==> src/rtl/bitstream_pwm_regen.sv <==
// bitstream_pwm_regen: turns a 1-bit digitizer bitstream into a proportional PWM.
// Ones are counted over 2^WIN_W enabled samples, centred, optionally DC-corrected,
// scaled and clamped into a PWM_W-bit duty word that drives a glitch-free PWM.
// Optional feature: define BITSTREAM_PWM_DC_REMOVE_EN to include the first-order
// IIR DC estimator; without it the centred window count is used directly.
module bitstream_pwm_regen #(
    parameter int WIN_W    = 8,
    parameter int PWM_W    = 8,
    parameter int DC_SHIFT = 4
) (
    input  logic             clk,
    input  logic             rst,
    input  logic             sig,
    input  logic             en,
    output logic [PWM_W-1:0] duty_out,
    output logic             win_valid,
    output logic             sat,
    output logic             pwm_out
);

    // Working width for centred and DC-corrected values: holds +-2^WIN_W without wrap.
    localparam int CW = WIN_W + 2;

    localparam logic [WIN_W-1:0]       WCNT_LAST = '1;
    localparam logic [WIN_W-1:0]       WCNT_ONE  = WIN_W'(1);
    localparam logic [PWM_W-1:0]       PCNT_LAST = '1;
    localparam logic [PWM_W-1:0]       PCNT_ONE  = PWM_W'(1);
    localparam logic [PWM_W-1:0]       DUTY_MID  = {1'b1, {(PWM_W-1){1'b0}}};
    localparam logic signed [CW-1:0]   HALF_WIN  = CW'(2 ** (WIN_W - 1));
    localparam logic signed [CW-1:0]   S_MAX     = CW'(2 ** (PWM_W - 1) - 1);
    localparam logic signed [CW-1:0]   S_MIN     = CW'(-(2 ** (PWM_W - 1)));

    logic [WIN_W-1:0]       wcnt;
    logic [WIN_W:0]         acc;
    logic [WIN_W:0]         acc_next;
    logic [WIN_W:0]         win_sum;
    logic                   win_close;
    logic signed [CW-1:0]   c;
    logic signed [CW-1:0]   dc_est;
    logic signed [CW-1:0]   ac;
    logic signed [CW-1:0]   s;
    logic signed [CW-1:0]   s_clamped;
    logic                   clamp;
    logic [PWM_W-1:0]       duty_next;
    logic [PWM_W-1:0]       pcnt;
    logic [PWM_W-1:0]       duty_act;

    assign acc_next = acc + {{WIN_W{1'b0}}, sig};

    // Window counter and ones accumulator; win_close flags edge E for the scaling stage.
    always_ff @(posedge clk or posedge rst) begin
        if (rst) begin
            wcnt      <= '0;
            acc       <= '0;
            win_sum   <= '0;
            win_close <= 1'b0;
        end else begin
            win_close <= 1'b0;
            if (en) begin
                wcnt <= wcnt + WCNT_ONE;
                if (wcnt == WCNT_LAST) begin
                    win_sum   <= acc_next;
                    acc       <= '0;
                    win_close <= 1'b1;
                end else begin
                    acc <= acc_next;
                end
            end
        end
    end

    assign c = $signed({1'b0, win_sum}) - HALF_WIN;

`ifdef BITSTREAM_PWM_DC_REMOVE_EN
    localparam int DW = WIN_W + 1 + DC_SHIFT;

    logic signed [DW-1:0] dc_acc;
    logic signed [DW-1:0] dc_shifted;

    assign dc_shifted = dc_acc >>> DC_SHIFT;
    assign dc_est     = CW'(dc_shifted);

    // IIR DC estimator integrates the corrected value once per window.
    always_ff @(posedge clk or posedge rst) begin
        if (rst) begin
            dc_acc <= '0;
        end else if (win_close) begin
            dc_acc <= dc_acc + DW'(ac);
        end
    end
`else
    assign dc_est = '0;
`endif

    assign ac = c - dc_est;
    assign s  = ac >>> (WIN_W - PWM_W);

    // Clamp the scaled value into the signed duty range and flag saturation.
    always_comb begin
        s_clamped = s;
        clamp     = 1'b0;
        if (s > S_MAX) begin
            s_clamped = S_MAX;
            clamp     = 1'b1;
        end else if (s < S_MIN) begin
            s_clamped = S_MIN;
            clamp     = 1'b1;
        end
    end

    // Adding midscale to an in-range two's complement value is an MSB flip.
    assign duty_next = PWM_W'(s_clamped) ^ DUTY_MID;

    // Edge E+1: publish the new duty word and saturation flag, independent of en.
    always_ff @(posedge clk or posedge rst) begin
        if (rst) begin
            duty_out  <= DUTY_MID;
            sat       <= 1'b0;
            win_valid <= 1'b0;
        end else begin
            win_valid <= win_close;
            if (win_close) begin
                duty_out <= duty_next;
                sat      <= clamp;
            end
        end
    end

    // Free-running PWM; duty is only reloaded at the period wrap so no period is split.
    always_ff @(posedge clk or posedge rst) begin
        if (rst) begin
            pcnt     <= '0;
            duty_act <= DUTY_MID;
            pwm_out  <= 1'b0;
        end else begin
            pcnt    <= pcnt + PCNT_ONE;
            pwm_out <= (pcnt < duty_act);
            if (pcnt == PCNT_LAST) begin
                duty_act <= duty_out;
            end
        end
    end

endmodule

==> config.mk <==
export PLATFORM = sky130hd
export DESIGN_NAME = bitstream_pwm_regen
export DESIGN_NICKNAME = d
export VERILOG_FILES = /design/src/rtl/bitstream_pwm_regen.sv
export SDC_FILE = /design/constraint.sdc
export NUM_CORES = 1
export LEC_CHECK = 0
export ABC_AREA = 1
export BUFFER_PORTS_ARGS = -buffer_cell sky130_fd_sc_hd__buf_2
export CAP_MARGIN = 10
export CORE_ASPECT_RATIO = 1.75
export CORE_MARGIN = 4
export CORE_UTILIZATION = 60
export CTS_BUF_LIST = sky130_fd_sc_hd__clkbuf_8
export DETAILED_ROUTE_END_ITERATION = 10
export PLACE_DENSITY = 0.86
export SKIP_LAST_GASP = 1
export SLEW_MARGIN = 20
export SYNTH_ARGS = -nofsm -noshare
export SYNTH_HDL_FRONTEND = slang
export SYNTH_SLANG_ARGS = --single-unit
==> constraint.sdc <==
create_clock -name clk -period 2.5 [get_ports clk]
set_input_delay 0.75 -clock clk [delete_from_list [all_inputs] [get_ports clk]]
set_output_delay 0.75 -clock clk [all_outputs]
set_load 0.02 [all_outputs]
==> results of run 1 <==
==> worst paths after layout <==
check / start / to / slack (ns) / cells after the start
max in group asynchronous: rst / duty_act[7]$_DFFE_PP1N_ / 1.46 / 3
min: rst / win_sum[1]$_DFFE_PP0P_ / 0.42 / 2
max: duty_out[7]$_DFFE_PP1P_ / duty_out[7] / 0.73 / 1
min reg2reg: duty_act[7]$_DFFE_PP1N_ / duty_act[7]$_DFFE_PP1N_ / 0.47 / 2
min in group clk: duty_act[7]$_DFFE_PP1N_ / duty_act[7]$_DFFE_PP1N_ / 0.47 / 2
max reg2reg: wcnt[0]$_DFFE_PP0P_ / win_sum[5]$_DFFE_PP0P_ / 0.76 / 7
==> logic make-up (layout without fill, tap and decap cells) <==
| family | count (synthesis) | in the layout | synth area share (%) |
|---|---|---|---|
| DFF | 54 | 54 | 52.4 |
| adders and majority gates | 13 | 13 | 6.30 |
| AOI/OAI and AO/OA | 23 | 23 | 4.50 |
| and+or+nand+nor | 159 | 159 | 26.4 |
| buffers and inverters | 36 | 54 | 5.33 |
| xor gates and xnor gates | 15 | 15 | 5.08 |
==> per-stage QoR <==
stage	setup slack [ns]	total power (W)	hold WS, ns	cells
final	0.733	0.00187	0.416	367
after global routing	0.581	0.00197	0.436	367
after CTS	0.719	0.00188	0.423	367
after detailed placement	0.608	0.00129	0.458	359
after global placement	0.663	0.00128	0.456	359
after floorplan	0.439	0.00122	0.413	300
==> cell usage after synthesis <==
master / instances
nor2_1: 23
nor3b_4: 1
nand3_4: 1
xnor2_1: 2
buf_2: 2
o21ai_1: 3
clkbuf_1: 4
ha_1: 13
dfrtp_1: 52
nand2_1: 109
nand4_1: 9
nand3b_1: 5
dfstp_2: 2
a21oi_1: 4
xor2_1: 13
o21ai_0: 15
nor3_1: 3
nand2_2: 1
inv_1: 30
a31oi_1: 1
nand3_1: 7
==> power breakdown <==
group	internal, W	leakage (nW)	total [W]	switching [W]
clock network	0.000323	0.0626	0.000590	0.000267
registers	0.000958	0.716	0.00106	0.000104
logic	0.0000849	0.699	0.000215	0.000130
==> registers in the layout, summed over array words and instances, names as in the netlist <==
signal     cells
acc            9
duty_act       8
duty_out       8
pcnt           8
pwm_out        1
sat            1
wcnt           8
win_close      1
win_sum        9
win_valid      1
==> area by class of cell <==
| type | count | area, um2 | share of cell area (%) |
|---|---|---|---|
| tap | 49 | 61.3 | 2.17 |
| inverter | 30 | 113 | 3.99 |
| multi-input combinational | 210 | 1090 | 38.7 |
| clock buffer | 6 | 82.6 | 2.93 |
| timing repair buffer | 16 | 85.1 | 3.02 |
| clock inverter | 2 | 33.8 | 1.20 |
| sequential | 54 | 1350 | 48.0 |
==> placed cells by master, fill, tap and decap left out, types with 2 or more instances in the layout <==
master    instances
nand2_1         109
xnor2_1           2
inv_1            30
dfrtp_1          52
buf_2            14
xor2_1           13
ha_1             13
buf_4             2
o21ai_1           3
o21ai_0          15
a21oi_1           4
nand4_1           9
nor2_1           23
nand3b_1          5
nand3_1           7
nor3_1            3
clkbuf_8          6
dfstp_2           2
==> layer usage <==
| metal | up-vias | GRT usage (%) |
|---|---|---|
| li1 | 973 | - |
| met1 | 923 | 20.5 |
| met2 | 29 | 39.2 |
| met3 | 7 | 3.83 |
| met4 | 0 | 8.32 |
| met5 | - | 0 |
==> qor.txt, run 1 <==
worst slew pin tran: 0.525 ns
DR vias/cell: 5.26
metal2 WL: 2780 um
remaining antenna violation count: 0
area added between synthesis and finish: 9.20%
layout cell share with drive strength beyond 1: 9.12%
crit-path cells: buf_2
Top Layer Used: met4
routability cong.: 0.872
Top delay family on crit path: flip-flops
DP HPWL: 3750 um
Longest Clk Path Bufs: 2
minimum clock period: 1.77 ns
Resize count post-CTS: 0
Max Freq: 566 MHz
slowest stage delay, CP: 0.55 ns
critical path class: reg2out
WL/cell: 13.3 um
ANT cells: 0
num ports: 15
Finish-stage setup viols: 0
crit start category: flip-flop
TritonRoute pass-1 iters: 4
Seq/Total Area, Yosys: 52.4%
# H-tree levels: 2
P_leak: 1.48 nW
post-CTS setup buffers: 0
root buffer cell: clkbuf_8
Hold Vio Cnt, Final: 0
Core ar.: 4150 um2
CP Capture Type: output pin
die width: 57.6 um
CP max stage cell: dfstp_2
total gr overflow: 0
number of port buffers: 14
RSZ-0062 raised after global routing: no
antenna violations before repair: 0
DIE AREA: 5460 um2
initial drt markers: 63
hold buffers post-CTS: 0
FP Rows: 31
number of buffers created by CTS: 5
final WL: 4870 um
top cells by area, synth: dfrtp_1 50%, nand2_1 16%, ha_1 6.3%, xor2_1 4.4%, inv_1 4.4%
max_cap viols: 0
Peak VDD IR: 619 uV
vias post-DR: 1932
Nets: 334
global-route wire length before repair: 8470 um
Setup Skew: 0.00752 ns
Clock Sinks: 54
run status: finished, final reports clean
post-synth top area cell: dfrtp_1
drt drc: 0
max-slew violation count: 0
Post-Syn Nets: 317
# fillers: 339
fin area: 2820 um2
Setup TNS: 0 ns
largest net degree at the start of global routing: 21
yosys warns: 0
Total GRT Usage: 20.3%
CTS tree: done
Period Utilization, post-route: 70.7%
CP bufs+invs: 1
PwrDens: 662 nW/um2
mapped cell area: 2580 um2
Met1 Routed Length: 1870 um
clk slew on worst S/H paths: 0.09 ns
Post-Syn Instances: 300
#FFs+latches synth: 54
Rel. slew slack: 64.9%
peak fanout along the critical path: 3
CP required: 1.75 ns
Area after DPL: 2710 um2
clk_lat worst skew: 0.30 ns
fin util: 68.0%
crit path DAT: 1.02 ns
Synth top area share: 50.4%
Initial Util: 62.3%
routed wl met3: 140 um
count of cell types in the netlist: 21
Die Y: 94.8 um
vias in the first global route: 1960
worst min path class: in2async
synthesized area per cell: 8.61 um2
Power figures use the tool's default switching activity.
==> run 2: changes to the inputs <==
--- a/config.mk
+++ b/config.mk
@@ -5,15 +5,15 @@
 export SDC_FILE = /design/constraint.sdc
 export NUM_CORES = 1
 export LEC_CHECK = 0
-export ABC_AREA = 1
+export ABC_AREA = 0
 export BUFFER_PORTS_ARGS = -buffer_cell sky130_fd_sc_hd__buf_2
 export CAP_MARGIN = 10
 export CORE_ASPECT_RATIO = 1.75
 export CORE_MARGIN = 4
-export CORE_UTILIZATION = 60
+export CORE_UTILIZATION = 57
 export CTS_BUF_LIST = sky130_fd_sc_hd__clkbuf_8
 export DETAILED_ROUTE_END_ITERATION = 10
-export PLACE_DENSITY = 0.86
+export PLACE_DENSITY = 0.85
 export SKIP_LAST_GASP = 1
 export SLEW_MARGIN = 20
 export SYNTH_ARGS = -nofsm -noshare
==> constraint.sdc (replaced) <==
create_clock -name clk -period 1.6 [get_ports clk]
set_input_delay 0.48 -clock clk [delete_from_list [all_inputs] [get_ports clk]]
set_output_delay 0.48 -clock clk [all_outputs]
set_load 0.02 [all_outputs]
==> run 2 against run 1 <==
Effect of this change: register-to-register slack worse by 0.70 ns; critical endpoint is now acc[7]$_DFFE_PP0P_; critical path type is now reg2reg; global-route usage is 0.34 points lower; worst setup slack worse by 0.67 ns.
==> qor.txt, run 2 <==
run status: finished, final reports clean
PwrDens: 994 nW/um2
Top Layer Used: met4
crit path DAT: 1.77 ns
DP Cell Count: 308
DP HPWL: 4010 um
max-slew violation count: 0
top cells by area, synth: dfrtp_1 50%, ha_1 6.3%, mux2_2 5.6%, xnor2_1 4.1%, nand2_1 3.0%
dominant synthesized flop cell: dfrtp_1
FP Rows: 32
CP startpoint: acc[0]$_DFFE_PP0P_
worst min path class: in2async
drt drc: 0
crit-path cells: ha_4 -> nand4_2 -> or4b_4 -> o22ai_1
antenna violations before repair: 0
FFs w/ async S/R, synth: 100%
number of port buffers: 14
Rel. slew slack: 60.6%
Finish-stage setup viols: 0
ANT cells: 0
Place WS: -0.230 ns
area added between synthesis and finish: 15.4%
post-synth top area cell: dfrtp_1
clk slew on worst S/H paths: 0.10 ns
DR vias/cell: 5.93
FF-to-FF Start: acc[0]$_DFFE_PP0P_
fin area: 2990 um2
cell with the most instances after synthesis: dfrtp_1
mapped cell area: 2590 um2
P_leak: 1.42 nW
# H-tree levels: 2
Peak VDD IR: 713 uV
routed wl met3: 119 um
total gr overflow: 0
max_cap viols: 0
number of buffers created by CTS: 5
Total GRT Usage: 20.0%
count of cell types in the netlist: 39
Core ar.: 4400 um2
crit start category: flip-flop
Post-Syn Instances: 233
slowest stage delay, CP: 0.55 ns
Initial Util: 58.9%
Top delay family on crit path: simple AND/OR/NAND/NOR gates
global-route wire length before repair: 8820 um
# fillers: 328
CP Capture Type: flip-flop
Worst Setup Slack, final: 0.0645 ns
post-route insts no fill: 317
layout cell share with drive strength beyond 1: 25.9%
CP required: 1.83 ns
Longest Clk Path Bufs: 2
DIE AREA: 5740 um2
Seq/Total Area, Yosys: 52.2%
#FFs+latches synth: 54
Nets: 282
CP max stage cell: or4b_4
clk_lat worst skew: 0.32 ns
Die Y: 97.2 um
TritonRoute pass-1 iters: 4
Min Hold Slack: 0.104 ns
cells on worst reg2reg path: 4
critical path class: reg2reg
Setup Skew: 0.00936 ns
WL/cell: 16.7 um
root buffer cell: clkbuf_8
most frequent cells after synthesis: 52 x dfrtp_1, 21 x nand2_1, 16 x inv_1
Overall Power: 0.00297 W
largest net degree at the start of global routing: 32
initial drt markers: 65
RSZ-0062 raised after global routing: yes
Synth top area share: 50.2%
vias in the first global route: 1911
Post-Syn Nets: 250
CTS tree: done
synthesized area per cell: 11.1 um2
worst slew pin tran: 0.591 ns
num ports: 15
final WL: 5280 um
Post-synth EDFFs: 0
Max Freq: 651 MHz
Period Utilization, post-route: 96.0%
most frequent cells in the layout: 52 x dfrtp_1, 21 x nand2_1, 17 x buf_4, 15 x inv_1, 14 x buf_2
vias post-DR: 1881
Hold Vio Cnt, Final: 0
biggest regs: acc x9, win_sum x9
routability cong.: 0.879
metal2 WL: 3050 um
most common cell after layout, fill and taps aside: dfrtp_1
Clock Sinks: 54
CP bufs+invs: 0
register-to-register setup slack: 0.06 ns
Area after DPL: 2860 um2
remaining antenna violation count: 0
minimum clock period: 1.54 ns
die width: 59.0 um
yosys warns: 0
Met1 Routed Length: 1960 um
peak fanout along the critical path: 5
r2r endpoint: acc[7]$_DFFE_PP0P_
hold buffers post-CTS: 0
==> run 2: cell count changes in the layout (fill, tap and decap cells not counted), moves of 6 or more <==
cell,before,now
a21oi_1,4,10
buf_4,2,17
inv_1,30,15
mux2_2,0,13
mux2i_1,0,7
nand2_1,109,21
nor2_1,23,6
xnor2_1,2,12
xor2_1,13,4
==> run 2: timing repair <==
| item | in CTS | in global routing |
|---|---|---|
| endpoints found under the setup margin | 9 | 18 |
| gates cloned | 0 | 0 |
| pin swaps | 0 | 2 |
| resized for setup | 2 | 4 |
| buffers inserted | 0 | 1 |
==> run 2: worst max-delay path by stage <==
stage,to,slack [ns],cells after the start
CTS,sat$_DFFE_PP0P_,-0.005,5
finish,acc[7]$_DFFE_PP0P_,0.06,4
global placement,win_sum[6]$_DFFE_PP0P_,-0.12,6
floorplan,win_sum[7]$_DFFE_PP0P_,-0.008,4
global route,sat$_DFFE_PP0P_,-0.02,5
detailed placement,sat$_DFFE_PP0P_,-0.23,5
==> run 2: stage by stage <==
step,util [%],setup TNS (ns)
5_1_grt,68.0,-0.0152
2_1_floorplan,-,-0.0151
3_5_place_dp,64.9,-1.90
4_1_cts,67.2,-0.00454
6_report,68.0,0
3_3_place_gp,64.9,-0.961
==> run 2: logic make-up after synthesis <==
family	Yosys count	synth area share, %
compound gates	41	9.70
fa+ha+maj	13	6.27
xor+xnor	16	5.40
simple gates	66	14.4
buf+inv	23	3.71
mux	20	8.35
flops	54	52.2
==> run 2: area by class of cell <==
cell class,count,area (um2),share of cell area (%)
inverters,16,63.8,2.13
clock inverters,3,25.0,0.836
multi-input cells,156,1200,40.1
well taps,51,63.8,2.13
flip-flops and latches,54,1350,45.2
clock buffers,5,68.8,2.30
repair buffers,32,218,7.27
==> run 2: per-layer routing <==
metal	track usage, %	vias up
li1	-	896
met1	21.9	938
met2	35.8	32
met3	2.53	15
met4	10.1	0
met5	0	-
==> run 2: worst reg2reg max path: stages (launching register included) <==
cell	delay, ns
dfrtp_1	0.40
ha_4	0.19
nand4_2	0.13
or4b_4	0.55
o22ai_1	0.18
==> run 2: report_power, final <==
| part | leakage, nW | switching [W] | internal, W | total (W) |
|---|---|---|---|---|
| Sequential | 0.701 | 0.000208 | 0.00150 | 0.00171 |
| Combinational | 0.674 | 0.000244 | 0.000237 | 0.000481 |
| Clock | 0.0447 | 0.000465 | 0.000317 | 0.000781 |
| Total | 1.42 | 0.000916 | 0.00206 | 0.00297 |
==> run 3: changes to the inputs <==
--- a/config.mk
+++ b/config.mk
@@ -8,7 +8,6 @@
 export ABC_AREA = 0
 export BUFFER_PORTS_ARGS = -buffer_cell sky130_fd_sc_hd__buf_2
 export CAP_MARGIN = 10
-export CORE_ASPECT_RATIO = 1.75
 export CORE_MARGIN = 4
 export CORE_UTILIZATION = 57
 export CTS_BUF_LIST = sky130_fd_sc_hd__clkbuf_8
==> constraint.sdc (replaced) <==
create_clock -name clk -period 1.4 [get_ports clk]
set_input_delay 0.42 -clock clk [delete_from_list [all_inputs] [get_ports clk]]
set_output_delay 0.42 -clock clk [all_outputs]
set_load 0.02 [all_outputs]
==> run 3 against run 2 <==
Effect of this change: the run now ends with negative setup slack left; clock skew fell by 0.00076 ns; via count rose by 4.5%; global-route usage rose by 1.8 points; flip-flop and latch count did not move; worst setup slack got worse by 0.15 ns; final cell count rose by 8.2%; worst hold slack improved by 0.068 ns; sequential share of layout area fell by 4.7 points.
==> qor.txt, run 3 (synthesis gave the netlist of run 2 again) <==
run status: finished with violations
Max Freq: 675 MHz
global-route wire length before repair: 9290 um
clk slew on worst S/H paths: 0.10 ns
DR vias/cell: 5.73
Min Hold Slack: 0.172 ns
initial drt markers: 83
register-to-register setup slack: -0.08 ns
layout cell share with drive strength beyond 1: 38.1%
Rel. slew slack: 79.1%
Finish-stage setup viols: 11
TritonRoute pass-1 iters: 5
WL/cell: 16.8 um
largest net degree at the start of global routing: 55
Core ar.: 4380 um2
Met1 Routed Length: 2200 um
# fillers: 282
most common cell after layout, fill and taps aside: dfrtp_1
routability cong.: 0.890
crit start category: flip-flop
DIE AREA: 5690 um2
Initial Util: 59.2%
biggest regs: acc x9, win_sum x9
crit path DAT: 1.71 ns
number of buffers created by CTS: 5
remaining antenna violation count: 0
RSZ-0062 raised after global routing: yes
routed wl met3: 192 um
Longest Clk Path Bufs: 2
minimum clock period: 1.48 ns
PwrDens: 1110 nW/um2
num ports: 15
Setup Skew: 0.00860 ns
metal2 WL: 3250 um
# H-tree levels: 2
number of port buffers: 14
Nets: 307
max-slew violation count: 0
ANT cells: 0
FP Rows: 24
max_cap viols: 0
worst min path class: in2async
most frequent cells in the layout: 52 x dfrtp_1, 39 x buf_4, 15 x nand2_1, 14 x inv_1, 13 x buf_2
area added between synthesis and finish: 28.9%
P_leak: 1.57 nW
DP HPWL: 3840 um
root buffer cell: clkbuf_8
worst slew pin tran: 0.313 ns
Period Utilization, post-route: 106%
Area after DPL: 3060 um2
antenna violations before repair: 0
hold buffers post-CTS: 0
critical path class: reg2reg
CP Capture Type: flip-flop
CP required: 1.63 ns
vias in the first global route: 1951
Worst Setup Slack, final: -0.0821 ns
Die Y: 75.5 um
Hold Vio Cnt, Final: 0
failing checks: negative setup slack
Peak VDD IR: 1110 uV
CTS tree: done
vias post-DR: 1966
Total GRT Usage: 21.8%
final WL: 5750 um
peak fanout along the critical path: 4
Top Layer Used: met4
drt drc: 0
die width: 75.5 um
total gr overflow: 0
fin area: 3340 um2
Clock Sinks: 54
Setup TNS: -0.377 ns
clk_lat worst skew: 0.31 ns
run 3: cell count changes in the layout (fill, tap and decap cells not counted), moves of 3 or more:
cell,before,now
o21ai_0,11,8
buf_4,17,39
ha_4,2,5
mux2_2,13,8
nand2_1,21,15
mux2_4,0,5
o21ai_1,1,4
ha_1,11,8
nand2_2,0,5
buf_6,0,3
run 3: path summary, 6_finish.rpt:
path                                               from                      end  depth (start not counted)
worst max-delay path                 acc[0]$_DFFE_PP0P_   win_sum[8]$_DFFE_PP0P_                          5
worst min-delay path                                rst  duty_out[4]$_DFFE_PP0P_                          3
worst max register to register       acc[0]$_DFFE_PP0P_   win_sum[8]$_DFFE_PP0P_                          5
worst min register to register  duty_act[1]$_DFFE_PP0N_  duty_act[1]$_DFFE_PP0N_                          1
max in group asynchronous                           rst  duty_out[7]$_DFFE_PP1P_                          3
min in group clk                                     en      wcnt[0]$_DFFE_PP0P_                          3
run 3: power by group:
group / leakage (nW) / switching, W / internal (W) / total [W]
Clock: 0.0472 / 0.000508 / 0.000399 / 0.000907
Sequential: 0.701 / 0.000220 / 0.00172 / 0.00194
Combinational: 0.827 / 0.000417 / 0.000445 / 0.000862
Total: 1.57 / 0.00114 / 0.00256 / 0.00371
run 3: per-layer routing:
layer  vias to the layer above  global-route usage, %
li1                        943                      -
met1                       967                   25.1
met2                        47                   40.2
met3                         9                   3.96
met4                         0                   7.77
met5                         -                      0
run 3: layout make-up:
| type | instances | area, um2 | share of cell area (%) |
|---|---|---|---|
| clock buffers | 6 | 82.6 | 2.47 |
| clock inverters | 2 | 12.5 | 0.374 |
| well taps | 52 | 65.1 | 1.95 |
| repair buffers | 57 | 432 | 12.9 |
| inverters | 16 | 63.8 | 1.91 |
| flip-flops and latches | 54 | 1350 | 40.5 |
| multi-input cells | 156 | 1340 | 39.9 |
run 3: timing repair:
| item | CTS | global route |
|---|---|---|
| gates resized for setup | 13 | 18 |
| buffers inserted | 4 | 5 |
| pin swaps | 17 | 10 |
| setup endpoints to repair | 23 | 24 |
run 3: critical path, cell delays in order (launching register included):
cell and delay, ns:
dfrtp_1 0.39, ha_4 0.18, ha_4 0.17, nand4_1 0.16
or3_1 0.36, a31oi_1 0.13
run 3: through the flow:
stage | utilization, % | instances | power [W] | worst slack (ns)
2_1_floorplan | - | 233 | 0.00235 | -0.0863
3_3_place_gp | 69.7 | 326 | 0.00262 | -0.169
3_5_place_dp | 69.7 | 326 | 0.00266 | -0.218
4_1_cts | 73.8 | 338 | 0.00358 | -0.0466
5_1_grt | 76.3 | 343 | 0.00388 | -0.134
6_report | 76.3 | 343 | 0.00371 | -0.0821
